File: src/rtl/fifo.sv
// Single-clock synchronous FIFO, 2**ad_w entries of d_w bits, registered read data.
// Pointers carry an extra wrap bit so full and empty are distinguishable.
module fifo #(
    parameter int d_w  = 8,
    parameter int ad_w = 4
) (
    input  logic           clk,
    input  logic           rst,
    input  logic           write,
    input  logic           read,
    output logic           full,
    output logic           empty,
    input  logic [d_w-1:0] data_in,
    output logic [d_w-1:0] data_out
);

    localparam int unsigned DEPTH = 2 ** ad_w;

    logic [d_w-1:0] mem_q [DEPTH];
    logic [ad_w:0]  wptr_q, wptr_d;
    logic [ad_w:0]  rptr_q, rptr_d;
    logic [d_w-1:0] dout_q, dout_d;
    logic           wr_en, rd_en;

    assign empty = (wptr_q == rptr_q);
    assign full  = (wptr_q[ad_w-1:0] == rptr_q[ad_w-1:0]) && (wptr_q[ad_w] != rptr_q[ad_w]);

    // Both requests are qualified by flags from before the edge; no write-to-read bypass.
    assign wr_en = write && !full;
    assign rd_en = read && !empty;

    always_comb begin
        wptr_d = wptr_q;
        rptr_d = rptr_q;
        dout_d = dout_q;
        if (wr_en) begin
            wptr_d = wptr_q + (ad_w + 1)'(1);
        end
        if (rd_en) begin
            rptr_d = rptr_q + (ad_w + 1)'(1);
            dout_d = mem_q[rptr_q[ad_w-1:0]];
        end
    end

    always_ff @(posedge clk) begin
        if (rst) begin
            wptr_q <= '0;
            rptr_q <= '0;
            dout_q <= '0;
        end else begin
            wptr_q <= wptr_d;
            rptr_q <= rptr_d;
            dout_q <= dout_d;
        end
    end

    // Storage is deliberately not reset; reads are blocked until it has been written.
    always_ff @(posedge clk) begin
        if (!rst && wr_en) begin
            mem_q[wptr_q[ad_w-1:0]] <= data_in;
        end
    end

    assign data_out = dout_q;

endmodule

File: config.mk
export PLATFORM = sky130hd
export DESIGN_NAME = fifo
export DESIGN_NICKNAME = d
export VERILOG_FILES = /design/src/rtl/fifo.sv
export SDC_FILE = /design/constraint.sdc
export NUM_CORES = 1
export LEC_CHECK = 0
export ABC_AREA = 0
export CAP_MARGIN = 20
export CORE_MARGIN = 4
export CORE_UTILIZATION = 34
export DETAILED_ROUTE_END_ITERATION = 6
export PLACE_DENSITY = 0.47
export SLEW_MARGIN = 20
export SYNTH_ARGS = -nofsm -noshare
export SYNTH_HDL_FRONTEND = slang
export SYNTH_SLANG_ARGS = --single-unit
File: constraint.sdc
create_clock -name clk -period 2.5 [get_ports clk]
set_clock_uncertainty 0.05 [all_clocks]
set_input_delay 0.25 -clock clk [delete_from_list [all_inputs] [get_ports clk]]
set_output_delay 0.25 -clock clk [all_outputs]
set_load 0.05 [all_outputs]
After elaboration in Yosys (flattened, before gate mapping)
Memories as Yosys holds them, arrays and structs flattened. A register that Yosys moved wholly into a read port is not among the register bits.
Cells that the tools add are included.
{ "totals": {"regBits": 10, "ramBits": 128, "inputBits": 12, "output_inout_bits": 10, "wordCells": 17, "n_memories": 1} }
{ "op_classes": {"add_sub_neg": 2, "n_eq_ne": 3, "muxes": 2, "n_reduce_logical": 7} }
{ "memory_table": {"columns": ["name", "depth", "width", "read_ports", "rd_clocked_by_memory_dff", "wr", "line_no", "text"], "rows": [
  ["mem_q", 16, 8, 1, 1, 1, "19", "logic [d_w-1:0] mem_q [DEPTH];"]
]} }
{ "op_table": {"columns": ["cell", "count"], "rows": [
  ["5-bit by 1-bit adder with 5-bit output (second input constant)", 2],
  ["5-bit == test", 1],
  ["4-bit == test", 1],
  ["1-bit logical AND", 4],
  ["1-bit zero test", 3],
  ["1-bit two-way mux", 2],
  ["1-bit != test", 1]
]} }

Longest topological paths before layout
{ "depth": {"word_depth": 7, "mapped_depth": 8, "depth_no_buf": 5} }

Worst setup path before layout
No wires, ideal clock.
{ "synth_path": {"kind": "register to register", "startpoint": "reg rptr_q[2]", "endpoint": "mem mem_q[1][0], enable pin", "arrival_time_ns": 2.088, "setup_slack_ns": -0.033, "path_stages_with_launch": 8, "synth_period_minus_slack_ns": 2.533, "path_cell_list": "dfxtp_1 -> buf_2 -> xnor2_1 -> nand4_2 -> o21ai_0 -> buf_2 -> buf_2 -> nor4_1"} }
{ "synth_between": {"elab_chain_len": 7} }
{ "synth_lines": {"columns": ["item", "line_no", "text"], "rows": [
  ["start, declared", "21", "logic [ad_w:0] rptr_q, rptr_d;"],
  ["start signal, assigned", "52", "rptr_q <= rptr_d;"],
  ["4-bit == test", "26", "assign full = (wptr_q[ad_w-1:0] == rptr_q[ad_w-1:0]) && (wptr_q[ad_w] != rptr_q[ad_w]);"],
  ["1-bit logical AND", "26", null],
  ["1-bit zero test", "29", "assign wr_en = write && !full;"],
  ["1-bit logical AND", "29", null],
  ["1-bit logical AND", "59", "if (!rst && wr_en) begin"],
  ["1-bit two-way mux", "59", null],
  ["1-bit two-way mux (implied by the code)", "60", "mem_q[wptr_q[ad_w-1:0]] <= data_in;"],
  ["end, declared", "19", null]
]} }
Every way passes these cells.

Final worst setup path
{ "layout_path": {"startpoint": "reg rptr_q[1]", "endpoint": "reg dout_q[0], in the netlist data_out[0], read port of mem_q"} }
{ "layout_between": {"elab_chain_len": 3} }
{ "layout_lines": {"columns": ["item", "line_no", "text"], "rows": [
  ["5-bit == test", "25", "assign empty = (wptr_q == rptr_q);"],
  ["1-bit zero test", "30", "assign rd_en = read && !empty;"],
  ["1-bit logical AND", "30", null],
  ["end, declared", "22", "logic [d_w-1:0] dout_q, dout_d;"]
]} }
Parallel ways exist; a longest one is shown, timed or not.
A chain may end at the register's enable or synchronous reset.

==> flow_summary.yaml <==
floorplan:
  start_util_pct: 34.52
  fp.dieW_um: 140.3
  die_h_um: 140.3
  die-area_um2: 19680
  rows: 48
  core_area_um2: 17240
  io_pins: 22
timing:
  fin_crit_sh_pct: 86.58
  slew_violations: 0
  worstMarginPinSlew_ns: 0.7486
  hold_viol: 0
  final.min_clock_period_ns: 2.165
  timing.slew.headroom_pct: 49.93
  fmax_ghz: 0.4620
  setup_slack_ns: 0.3355
  rsz0062_at_grt: "false"
  finalSetupViolCount: 0
cts:
  htree_levels: 4
  cts_setup_buffers: 0
  clk_pin_slew_ns: 0.06
  cts_buffers: 17
  clockBufferDepth: 2
  tritoncts: "done"
  cts_resized: 0
  cts_hold_buffers: 0
  cts_num_sinks: 146
  cts_root_buffer: "clkbuf_16"
  clkLatencyLatePin_ns: 0.42
hold_path:
  holdCritStartpoint: "data_out[6]"
  hp-class: "reg -> reg"
  hold_end: "data_out[6]"
  whs_path_depth: 2
critical_path:
  slowest_delay_ns: 0.66
  rr_worst_depth: 6
  critical_path_class: "reg -> reg"
  worst_path_most_repeated_cell: "a211oi_1"
  cp.required_ns: 2.74
  slowest_stage: "mux4_1"
  worst_r2r_endpoint: "data_out[0]"
  crit_path_end_kind: "register"
  start_kind: "register"
  worstPathArrival_ns: 2.40
  path_max_fanout: 11
  rr_startpoint: "rptr_q[1]"
  rrSetupSlack_ns: 0.34
  cp_cell_sequence: "buf_4 -> mux4_1 -> o22ai_1 -> a211oi_1 -> a211oi_1 -> nor3_1"
routing:
  first_pass_iters: 4
  remaining_drc_errors: 0
  first_iter_violations: 172
  wire_per_inst_um: 22.09
  finalWirelength_mm: 13.54
  viasPerCell: 5.072
  postRouteAntennaNets: 0
  num_vias: 3109
cells_and_area:
  layout_commonest_cell: "edfxtp_1"
  area_delta_synth_final_pct: 19.97
  final_cell_mix: "128 x edfxtp_1, 25 x buf_4, 23 x mux4_1"
  layout.nets: 392
  num_antenna_cells: 0
  drive_above_1_share_pct: 21.91
  fin_area_um2: 7139
power:
  p_int_mw: 4.269
  power.total_mw: 5.778
  cellLeakagePower_nw: 2.255
  p_seq_share_pct: 47.6
  power.net_switching_mw: 1.509
  clockPowerShare_pct: 39.3
  netSwitchingFraction_pct: 26.12
  p_per_area_nw_per_um2: 809.3
  comb_power_share_pct: 13.0
  vdd_drop_max_mv: 0.3917
run:
  cap_violations: 0
placed_design:
  port_buffers: 21
  pre_cts_ws_ns: 0.3018
  placed_cell_area_um2: 6605
  dp_hpwl_mm: 8.444
  place.gp.congestion: 0.7241
grt:
  grt_pass1_wl_mm: 20.18
  gr-total-overflow: 0
  first_global_vias: 3157
  grt_max_degree: 28
  antenna_found_initial: 0
  grt_usage_pct: 14.20
synthesis:
  yosysWarnings: 0
  ys_ff_latch: 146
  yosysSeqAreaShare_pct: 70.65
  synth_top_area_cell: "edfxtp_1"
  avgSynthCellArea_um2: 18.09
  synth_top_cell_area_share_pct: 64.59
  ys_top_cells_by_area: "edfxtp_1 65%, mux4_1 10%, dfxtp_1 6.1%"
  async_reset_ff_share_pct: 0
  ys.flop_type: "edfxtp_1"
  synth_edf_count: 128
  synth_area_um2: 5951
  syn_inst: 329
  yosysUniqueCellTypes: 34
  synth_fp_nets: 346
status:
  status: "completed"
layer usage:
layer	vias to the layer above	track usage, %	share of wire, %
li1	1441	-	-
met1	1602	19.03	46
met2	56	22.91	50
met3	10	2.970	2.7
met4	0	5.201	1.2
met5	-	0	0
synth_stat cells, types with 2 or more instances:
library cell and instances:
nor4b_1 4, nor2_1 18, mux4_1 23, ha_1 5, dfxtp_1 18, buf_6 3, xnor2_1 7, inv_1 3
xor2_1 6, mux2_2 16, buf_2 10, o211ai_1 3, nor3_1 12, nand2_1 4, o22ai_1 8, edfxtp_1 128
nand2b_1 5, a21oi_1 2, o21ai_0 3, a211oi_1 16, nor4_1 8, mux2i_1 9, clkbuf_1 7
worst max-delay path by stage:
stage          startpoint           to  slack, ns  depth (start not counted)
2_1_floorplan   rptr_q[2]  mem_q[1][0]      -0.03                          7
3_3_place_gp          rst  mem_q[7][2]       0.33                          4
3_5_place_dp          rst  mem_q[7][4]       0.30                          4
4_1_cts         rptr_q[1]  data_out[0]       0.32                          6
5_1_grt         rptr_q[1]  data_out[0]       0.23                          6
6_report        rptr_q[1]  data_out[0]       0.34                          6
sequential cells by signal (all words and copies together), names as in the netlist:
name / count
data_out: 8
mem_q: 128
rptr_q: 5
wptr_q: 5
critical path, delay by kind of cell (launching register included):
family / cells / cell delay [ns]
simple gates: 1 / 0.08
buf+inv: 1 / 0.25
compound gates: 3 / 0.59
mux: 1 / 0.66
flops: 1 / 0.39
area by class of cell:
class                           instances  area [um^2]
Clock buffer                           17        425.4
Clock inverter                         15        108.9
Fill cell                            1527        10100
Inverter                                4        15.01
Multi-Input combinational cell        158         1645
Sequential cell                       146         4205
Tap cell                              225        281.5
Timing Repair Buffer                   48        457.9
power by group through the flow:
stage | Clock (mW) | Sequential [mW] | Combinational (mW)
after floorplan | 0 | 2.89 | 0.377
after global placement | 0 | 2.80 | 0.761
after detailed placement | 0 | 2.80 | 0.767
after CTS | 2.34 | 2.75 | 0.768
after global routing | 2.45 | 2.75 | 0.807
final | 2.27 | 2.75 | 0.754
logic make-up after synthesis:
logic type / share of synthesized area, %
flops: 70.65
simple gates: 5.004
mux: 15.08
compound gates: 4.079
buf+inv: 2.229
xor+xnor: 1.913
fa+ha+maj: 1.051
through the flow:
step           instances  TNS, ns  hold slack [ns]  util [%]
2_1_floorplan        329   -1.052           0.2989         -
3_3_place_gp         581        0           0.4350     38.32
3_5_place_dp         581        0           0.4352     38.32
4_1_cts              613        0           0.4436     41.42
5_1_grt              613        0           0.4574     41.42
6_report             613        0           0.4450     41.42
(Power assumes the default switching activity.)
